===== src/rtl/cmd_send_pkg.sv =====
// Shared definitions for the command send scheduler: FSM states and defaults.
package cmd_send_pkg;

  localparam int DEF_NUM_REQ     = 4;
  localparam int DEF_ADDR_W      = 6;
  localparam int DEF_TIMEOUT_CYC = 1024;
  localparam int DEF_GAP_CYC     = 4;

  typedef enum logic [2:0] {
    ST_WAIT_CAL,
    ST_SETUP,
    ST_ARB,
    ST_ISSUE,
    ST_WAIT_DONE,
    ST_GAP,
    ST_FAIL
  } state_t;

  // Index width that stays legal (at least one bit) even for a count of one.
  function automatic int idx_width(input int n);
    return (n > 1) ? $clog2(n) : 1;
  endfunction

endpackage


===== src/rtl/rr_arbiter.sv =====
// Combinational round-robin arbiter: searches from the requester after the
// last winner and returns a one-hot grant (all zero when nobody requests).
module rr_arbiter
  import cmd_send_pkg::*;
#(
  parameter int NUM_REQ = DEF_NUM_REQ,
  localparam int IDX_W = idx_width(NUM_REQ)
) (
  input  logic [NUM_REQ-1:0] req,
  input  logic [IDX_W-1:0]   last_grant,
  output logic [NUM_REQ-1:0] grant
);

  // Walk the requesters in rotating priority order and keep the first hit.
  always_comb begin
    logic [IDX_W-1:0] idx;
    logic             found;
    grant = '0;
    found = 1'b0;
    idx   = '0;
    for (int k = 1; k <= NUM_REQ; k++) begin
      idx = IDX_W'((int'(last_grant) + k) % NUM_REQ);
      if (!found && req[idx]) begin
        grant[idx] = 1'b1;
        found      = 1'b1;
      end
    end
  end

endmodule


===== src/rtl/cmd_send_sched.sv =====
// Command send scheduler: brings the DDR up after calibration, then hands
// requester commands to the PCIe command sender one at a time, round-robin,
// with a timeout on every handshake and an idle gap between commands.
module cmd_send_sched
  import cmd_send_pkg::*;
#(
  parameter int NUM_REQ     = DEF_NUM_REQ,
  parameter int ADDR_W      = DEF_ADDR_W,
  parameter int TIMEOUT_CYC = DEF_TIMEOUT_CYC,
  parameter int GAP_CYC     = DEF_GAP_CYC
) (
  input  logic                      clk,
  input  logic                      rst,
  input  logic                      ddr_local_cal_success,
  input  logic                      ddr_local_cal_fail,
  input  logic                      ddr_setup_done,
  output logic                      ddr_setup_cmd,
  input  logic [NUM_REQ-1:0]        req_valid,
  input  logic [NUM_REQ*ADDR_W-1:0] req_addr,
  output logic [NUM_REQ-1:0]        req_ready,
  output logic [ADDR_W-1:0]         start_ram_addr,
  output logic                      send_cmd,
  input  logic                      cmd_done,
  output logic                      busy,
  output logic                      err_timeout,
  output logic                      err_cal_fail
);

  localparam int IDX_W = idx_width(NUM_REQ);
  localparam int CNT_W = idx_width(TIMEOUT_CYC);
  localparam logic [CNT_W-1:0] CNT_LAST = CNT_W'(TIMEOUT_CYC - 1);
  localparam logic [CNT_W-1:0] GAP_LAST = CNT_W'((GAP_CYC == 0) ? 0 : GAP_CYC - 1);

  state_t               state;
  state_t               state_next;
  logic [CNT_W-1:0]     cnt;
  logic [IDX_W-1:0]     last_grant;
  logic [IDX_W-1:0]     grant_idx;
  logic [NUM_REQ-1:0]   grant;
  logic [ADDR_W-1:0]    grant_addr;
  logic                 grant_fire;
  logic                 timeout_hit;

  rr_arbiter #(.NUM_REQ(NUM_REQ)) u_arb (
    .req        (req_valid),
    .last_grant (last_grant),
    .grant      (grant)
  );

  // Turn the one-hot grant into an index and pick that requester's address.
  always_comb begin
    grant_idx  = '0;
    grant_addr = '0;
    for (int i = 0; i < NUM_REQ; i++) begin
      if (grant[i]) begin
        grant_idx  = IDX_W'(i);
        grant_addr = req_addr[i*ADDR_W +: ADDR_W];
      end
    end
  end

  // State register.
  always_ff @(posedge clk or posedge rst) begin
    if (rst) state <= ST_WAIT_CAL;
    else     state <= state_next;
  end

  // Next state; a calibration failure beats every other transition.
  always_comb begin
    state_next  = state;
    grant_fire  = 1'b0;
    timeout_hit = 1'b0;
    if (state != ST_FAIL && ddr_local_cal_fail) begin
      state_next = ST_FAIL;
    end else begin
      case (state)
        ST_WAIT_CAL:  if (ddr_local_cal_success) state_next = ST_SETUP;
        ST_SETUP: begin
          if (ddr_setup_done) begin
            state_next = ST_ARB;
          end else if (cnt == CNT_LAST) begin
            state_next  = ST_FAIL;
            timeout_hit = 1'b1;
          end
        end
        ST_ARB: begin
          if (!ddr_local_cal_success) begin
            state_next = ST_WAIT_CAL;
          end else if (|req_valid) begin
            state_next = ST_ISSUE;
            grant_fire = 1'b1;
          end
        end
        ST_ISSUE:     state_next = ST_WAIT_DONE;
        ST_WAIT_DONE: begin
          if (cmd_done) begin
            state_next = ST_GAP;
          end else if (cnt == CNT_LAST) begin
            state_next  = ST_GAP;
            timeout_hit = 1'b1;
          end
        end
        ST_GAP: begin
          if (!ddr_local_cal_success) state_next = ST_WAIT_CAL;
          else if (cnt == GAP_LAST)   state_next = ST_ARB;
        end
        ST_FAIL:      state_next = ST_FAIL;
        default:      state_next = ST_WAIT_CAL;
      endcase
    end
  end

  // Outputs; the setup strobe is Mealy and is forced low while in reset.
  always_comb begin
    ddr_setup_cmd = !rst && (state == ST_WAIT_CAL) && (state_next == ST_SETUP);
    req_ready     = grant_fire ? grant : '0;
    send_cmd      = (state == ST_ISSUE);
    busy          = (state == ST_SETUP) || (state == ST_ISSUE) ||
                    (state == ST_WAIT_DONE) || (state == ST_GAP);
  end

  // Cycle counter restarts on every state change and saturates instead of
  // wrapping; grant bookkeeping and sticky error flags live here too.
  always_ff @(posedge clk or posedge rst) begin
    if (rst) begin
      cnt            <= '0;
      last_grant     <= IDX_W'(NUM_REQ - 1);
      start_ram_addr <= '0;
      err_timeout    <= 1'b0;
      err_cal_fail   <= 1'b0;
    end else begin
      if (state_next != state)  cnt <= '0;
      else if (cnt != CNT_LAST) cnt <= cnt + 1'b1;
      if (grant_fire) begin
        last_grant     <= grant_idx;
        start_ram_addr <= grant_addr;
      end
      if (timeout_hit) err_timeout <= 1'b1;
      if (state != ST_FAIL && ddr_local_cal_fail) err_cal_fail <= 1'b1;
    end
  end

endmodule


===== config.mk =====
export PLATFORM = sky130hd
export DESIGN_NAME = cmd_send_sched
export DESIGN_NICKNAME = d
export VERILOG_FILES = /design/src/rtl/cmd_send_pkg.sv /design/src/rtl/rr_arbiter.sv /design/src/rtl/cmd_send_sched.sv
export SDC_FILE = /design/constraint.sdc
export NUM_CORES = 1
export LEC_CHECK = 0
export ABC_AREA = 1
export BUFFER_PORTS_ARGS = -buffer_cell sky130_fd_sc_hd__buf_2
export CORE_ASPECT_RATIO = 1.75
export CORE_MARGIN = 2
export CORE_UTILIZATION = 58
export DETAILED_ROUTE_END_ITERATION = 16
export GPL_ROUTABILITY_DRIVEN = 0
export PLACE_DENSITY_LB_ADDON = 0.25
export SLEW_MARGIN = 20
export SYNTH_ARGS = -nofsm -noshare
export SYNTH_HDL_FRONTEND = slang
export SYNTH_HIERARCHICAL = 1
export SYNTH_SLANG_ARGS = --single-unit

===== constraint.sdc =====
create_clock -name clk -period 6.7 [get_ports clk]
set_input_delay 0 -clock clk [delete_from_list [all_inputs] [get_ports clk]]
set_output_delay 0 -clock clk [all_outputs]
set_load 0.02 [all_outputs]

Yosys cells after proc, flatten, opt, wreduce, memory -nomap -nowiden --
Cells that the tools add are included.
Storage, ports and cells: flip-flop bits (word level) 23, output and inout port bits 15
Operators by class: add/subtract/negate cells 5, $lt $le $gt $ge 8, equality and inequality tests 12, muxes and demuxes 53, bitwise gates (word level) 3, reductions and logical operators 20
Operators with widths (count):
- two-way mux 3 bit | 10
- two-way mux 6 bit | 4
- one-hot mux 3 bit (7 select lines) | 1
- two-way mux 1 bit | 20
- two-way mux 10 bit | 2
- two-way mux 4 bit | 5
- < comparator 2 x 3 -> 1 bit, second input constant | 4
- bitwise OR 4 bit | 3
- adder 10 x 1 -> 10 bit, second input constant | 1
- equality test 10 bit, second input constant | 1
- equality test 10 x 2 -> 1 bit, second input constant | 1
- logical AND 1 bit | 10
- inequality test 10 bit, second input constant | 1
- equality test 3 bit, second input constant | 3
- binary-select mux 1 bit (select 2 bit) | 4
- demux 1 bit (select 2 bit) | 4
- >= comparator 2 x 1 -> 1 bit, second input constant | 4
- equality test 3 x 1 -> 1 bit, second input constant | 2
- equality test 3 x 2 -> 1 bit, second input constant | 2
- adder 2 x 1 -> 2 bit, second input constant | 2
- adder 2 bit, second input constant | 2
- zero test 1 bit | 4
- two-way mux 2 bit | 2
- OR reduction 4 bit | 1
- 6 further kinds | 8

Longest topological paths before layout --
depth in word-level cells 17, mapped depth 16, depth with buffers taken out 16

By module --
Netlist, hierarchy kept.
By module, submodules not included:
- cmd_send_sched | instances 1, cells an instance 215, area each 1614.0 µm², sequential area each 578.1 µm²
- rr_arbiter | instances 1, cells an instance 75, area each 421.7 µm², sequential area each 0.0 µm²

Worst setup path after synthesis --
Ideal clock, no wire load.
kind flip-flop to flip-flop, start point reg last_grant[0], end point reg last_grant[1], arrival 2.508 ns, required time 6.639 ns, path slack 4.131 ns, stages on the path, launching flop included 14, path through dfstp_2 inv_2 ha_1 inv_1 nand3_2 nand2_4 nand2_4 nor2_4 nand2_1 nand3_1 clkbuf_1 inv_1 nor2_1 a211o_1
Between the ends: longest elaborated chain between the ends 15
Ends and longest elaborated chain:
- start: declaration | RTL line cmd_send_sched.sv:37 | logic [IDX_W-1:0] last_grant;
- start signal: assignment | RTL line cmd_send_sched.sv:127 | last_grant <= IDX_W'(NUM_REQ - 1);
- start signal: assignment | RTL line cmd_send_sched.sv:135 | last_grant <= grant_idx;
- parallel branches: the longest is 12 deep, another holds < comparator 2 x 3 -> 1 bit
- two-way mux 4 bit * | RTL line rr_arbiter.sv:23 | if (!found && req[idx]) begin
- net grant[2] | RTL line cmd_send_sched.sv:39 | logic [NUM_REQ-1:0] grant;
- two-way mux 2 bit * (2 in a row) | RTL line cmd_send_sched.sv:55 | if (grant[i]) begin
Mark *: on every way through the listed nets, which the timed path passes. The select of a mux whose other input is x is not followed. A chain may end at the register's enable or synchronous reset.

Worst setup path after layout --
start point reg last_grant[0], end point reg start_ram_addr[3]
RTL lines:
- parallel branches: the longest is 12 deep, another holds < comparator 2 x 3 -> 1 bit
- two-way mux 4 bit * | RTL line rr_arbiter.sv:23
- net grant[1] | RTL line cmd_send_sched.sv:39
- two-way mux 6 bit * (3 in a row) | RTL line cmd_send_sched.sv:55
- end signal: assignment | RTL line cmd_send_sched.sv:136 | start_ram_addr <= grant_addr;
- end: declaration | RTL line cmd_send_sched.sv:21 | output logic [ADDR_W-1:0] start_ram_addr,
Marked as above.

==> results_dict.tcl <==
set metrics [dict create \
    area_growth_pct 18.8 \
    routed_via_density 5.17 \
    ant_nets 0 \
    startpoint_type "register" \
    die_height_um 82.4 \
    rsz0062_at_grt "no" \
    crit_slowest_cell "dfstp_2" \
    ys_ff_latch 23 \
    start_util_pct 60.5 \
    port_buffers 48 \
    yosysTopAreaCell "dfrtp_1" \
    grt_start_max_net_pins 24 \
    h-tree-depth 1 \
    synthTopCellsByArea "dfrtp_1 26%, nand2_1 13%, nand3_1 9.3%" \
    drc 0 \
    synth_enable_flop_cells 0 \
    antenna_found_initial 0 \
    async_reset_ff_share_pct 100 \
    dr_wl_met2_um 2440 \
    yosys_warnings 6 \
    relSlewSlack_pct 43.6 \
    ir_drop_v 0.000282 \
    total_power_uw 957 \
    worstHoldStart "req_addr[21]" \
    route.met3.wl_um 179 \
    required_ns 6.85 \
    cts_root_buf "clkbuf_8" \
    path_cells "inv_2, ha_1, inv_1, nand3_2, nand2_4, nand2_4, nor2_4, nand2_1, nand3_1, inv_1, nand3_1, a21oi_1, a2111oi_0, nor2_1" \
    grt_pass1_wl_um 7940 \
    num_vias 2015 \
    drt-total-wl_um 4570 \
    fin_ws_ns 3.83 \
    fp-row-count 28 \
    place_ws_ns 3.87 \
    routed.top_layer "met4" \
    tightest_slew_ns 0.845 \
    tns_ns 0 \
    grt_pass1_vias 1953 \
    hpwl_um 3630 \
    drv_cap 0 \
    clk_path_buf_depth 2 \
    synth_cell_types 32 \
    r2r_end "start_ram_addr[3]" \
    synth_flop_cell "dfrtp_1" \
    holdWs_ns 0.00808 \
    final_cell_mix "69 x nand2_1, 48 x buf_2, 38 x nand3_1" \
    clk_pin_slew_ns 0.08 \
    syn_nets 334 \
    grt_overflow 0 \
    layout_commonest_cell "nand2_1" \
    finClkSkew_ns 0.00317 \
    status "complete, no violations" \
    fp.dieW_um 48.8 \
    fmax_ghz 0.348 \
    drt_iter0_drc 68 \
    hold_viol 0 \
    r2r-start "last_grant[0]" \
    cts_buffers 3 \
    slew_viol_final 0 \
    synth-seq-area-share_pct 28.4 \
    clock_sinks 23 \
    setup_viol 0 \
    grt_use_total_pct 24.9 \
    placed_cell_area_um2 2300 \
    crit_buf_inv 3 \
    worstPathMaxFanout 12 \
    p_leak_uw 0.00125 \
    fin_crit_sh_pct 42.9 \
    layout-drive-gt1-share_pct 30.4 \
    cellPowerDensity_nw_per_um2 396 \
    rrSetupSlack_ns 3.83 \
    firstDrtPassIters 4 \
    cp-end-kind "register" \
    wl_met1_um 1830 \
    reg2reg_depth 14 \
    cpLargestDelayFamily "simple AND/OR/NAND/NOR gates" \
    nets 390 \
    hold_class "in2reg" \
    hold_depth 3 \
    wl_per_cell_um 11.7 \
    timing.final.crit_period_ns 2.87 \
    synth_area_um2 2040 \
    design.die.area_um2 4020 \
    diodes 0 \
    final_area_um2 2420 \
    avgSynthCellArea_um2 7.02 \
    hold-path-endpoint "start_ram_addr[3]" \
    clk_latency_ns 0.26 \
    netlist_instances 290 \
    arrival_ns 3.02 \
    postCtsSetupBuffers 0 \
    cp_slowest_stage_delay_ns 0.66 \
    cts_tree "built" \
    criticalPathCategory "reg2reg" \
    synth_top_area_share_pct 25.8 \
    core_area_um2 3360 \
    num_io_pins 49 \
]
cells by family after synthesis:
family | after synthesis | synth area share [%]
compound gates | 34 | 9.10
xor+xnor | 5 | 2.15
fa+ha+maj | 10 | 6.15
buf+inv | 45 | 9.04
flops | 23 | 28.4
simple gates | 173 | 45.2
synthesized netlist by cell type (2+ instances only):
library cell,n
nand3_1,38
nand2_1,69
buf_6,2
nand2_2,9
ha_1,10
inv_1,30
dfrtp_1,21
nor2_1,16
nand3_2,3
clkbuf_1,2
nand4_1,6
a21oi_1,12
nand4_2,3
nand2_4,4
xor2_1,5
o21ai_1,7
nor2_2,13
nor3_1,3
dfstp_2,2
inv_2,11
nor2_4,4
o21ai_0,10
area by class of cell:
class                      count  area, µm²
clock buffer                   3       41.3
clock inverter                 1       5.00
fill                         302        945
inverter                      41        154
multi-input combinational    222       1270
sequential                    23        578
tap                           45       56.3
timing repair buffer          55        310
flip-flops by register name, summed over array words and instances (netlist names):
name,flops
start_ram_addr,6
state,3
err_timeout,1
err_cal_fail,1
last_grant,2
cnt,10
worst min-delay path, stage by stage:
cell     delay (ns)
buf_2          0.08
o22ai_1        0.06
nor2_1         0.09
per-stage QoR:
step           cells  utilization [%]
2_1_floorplan    290                -
3_3_place_gp     379             68.5
3_5_place_dp     379             68.5
4_1_cts          390             71.9
5_1_grt          390             71.9
6_report         390             71.9
routing by layer:
metal	track usage (%)	up-vias
met5	0	-
li1	-	1052
met1	24.5	894
met3	3.60	11
met4	12.6	0
met2	49.9	58
power breakdown:
part / leakage (µW) / total (µW) / switching (µW) / internal (µW)
Combinational: 0.000936 / 648 / 437 / 211
Sequential: 0.000292 / 224 / 46.5 / 178
Clock: 0.0000255 / 84.8 / 43.2 / 41.5
timing repair:
action	in CTS	in global routing
gates resized for setup	0	0
hold endpoints to repair	27	0
hold buffers	7	0
worst max-delay path by stage:
stage,endpoint,depth (start not counted),from,slack (ns)
2_1_floorplan,last_grant[1],13,last_grant[0],4.13
3_3_place_gp,start_ram_addr[3],14,last_grant[0],3.96
3_5_place_dp,start_ram_addr[3],14,last_grant[0],3.87
4_1_cts,start_ram_addr[3],14,last_grant[0],3.85
5_1_grt,start_ram_addr[3],14,last_grant[0],3.52
6_report,start_ram_addr[3],14,last_grant[0],3.83
(Power assumes the default switching activity.)
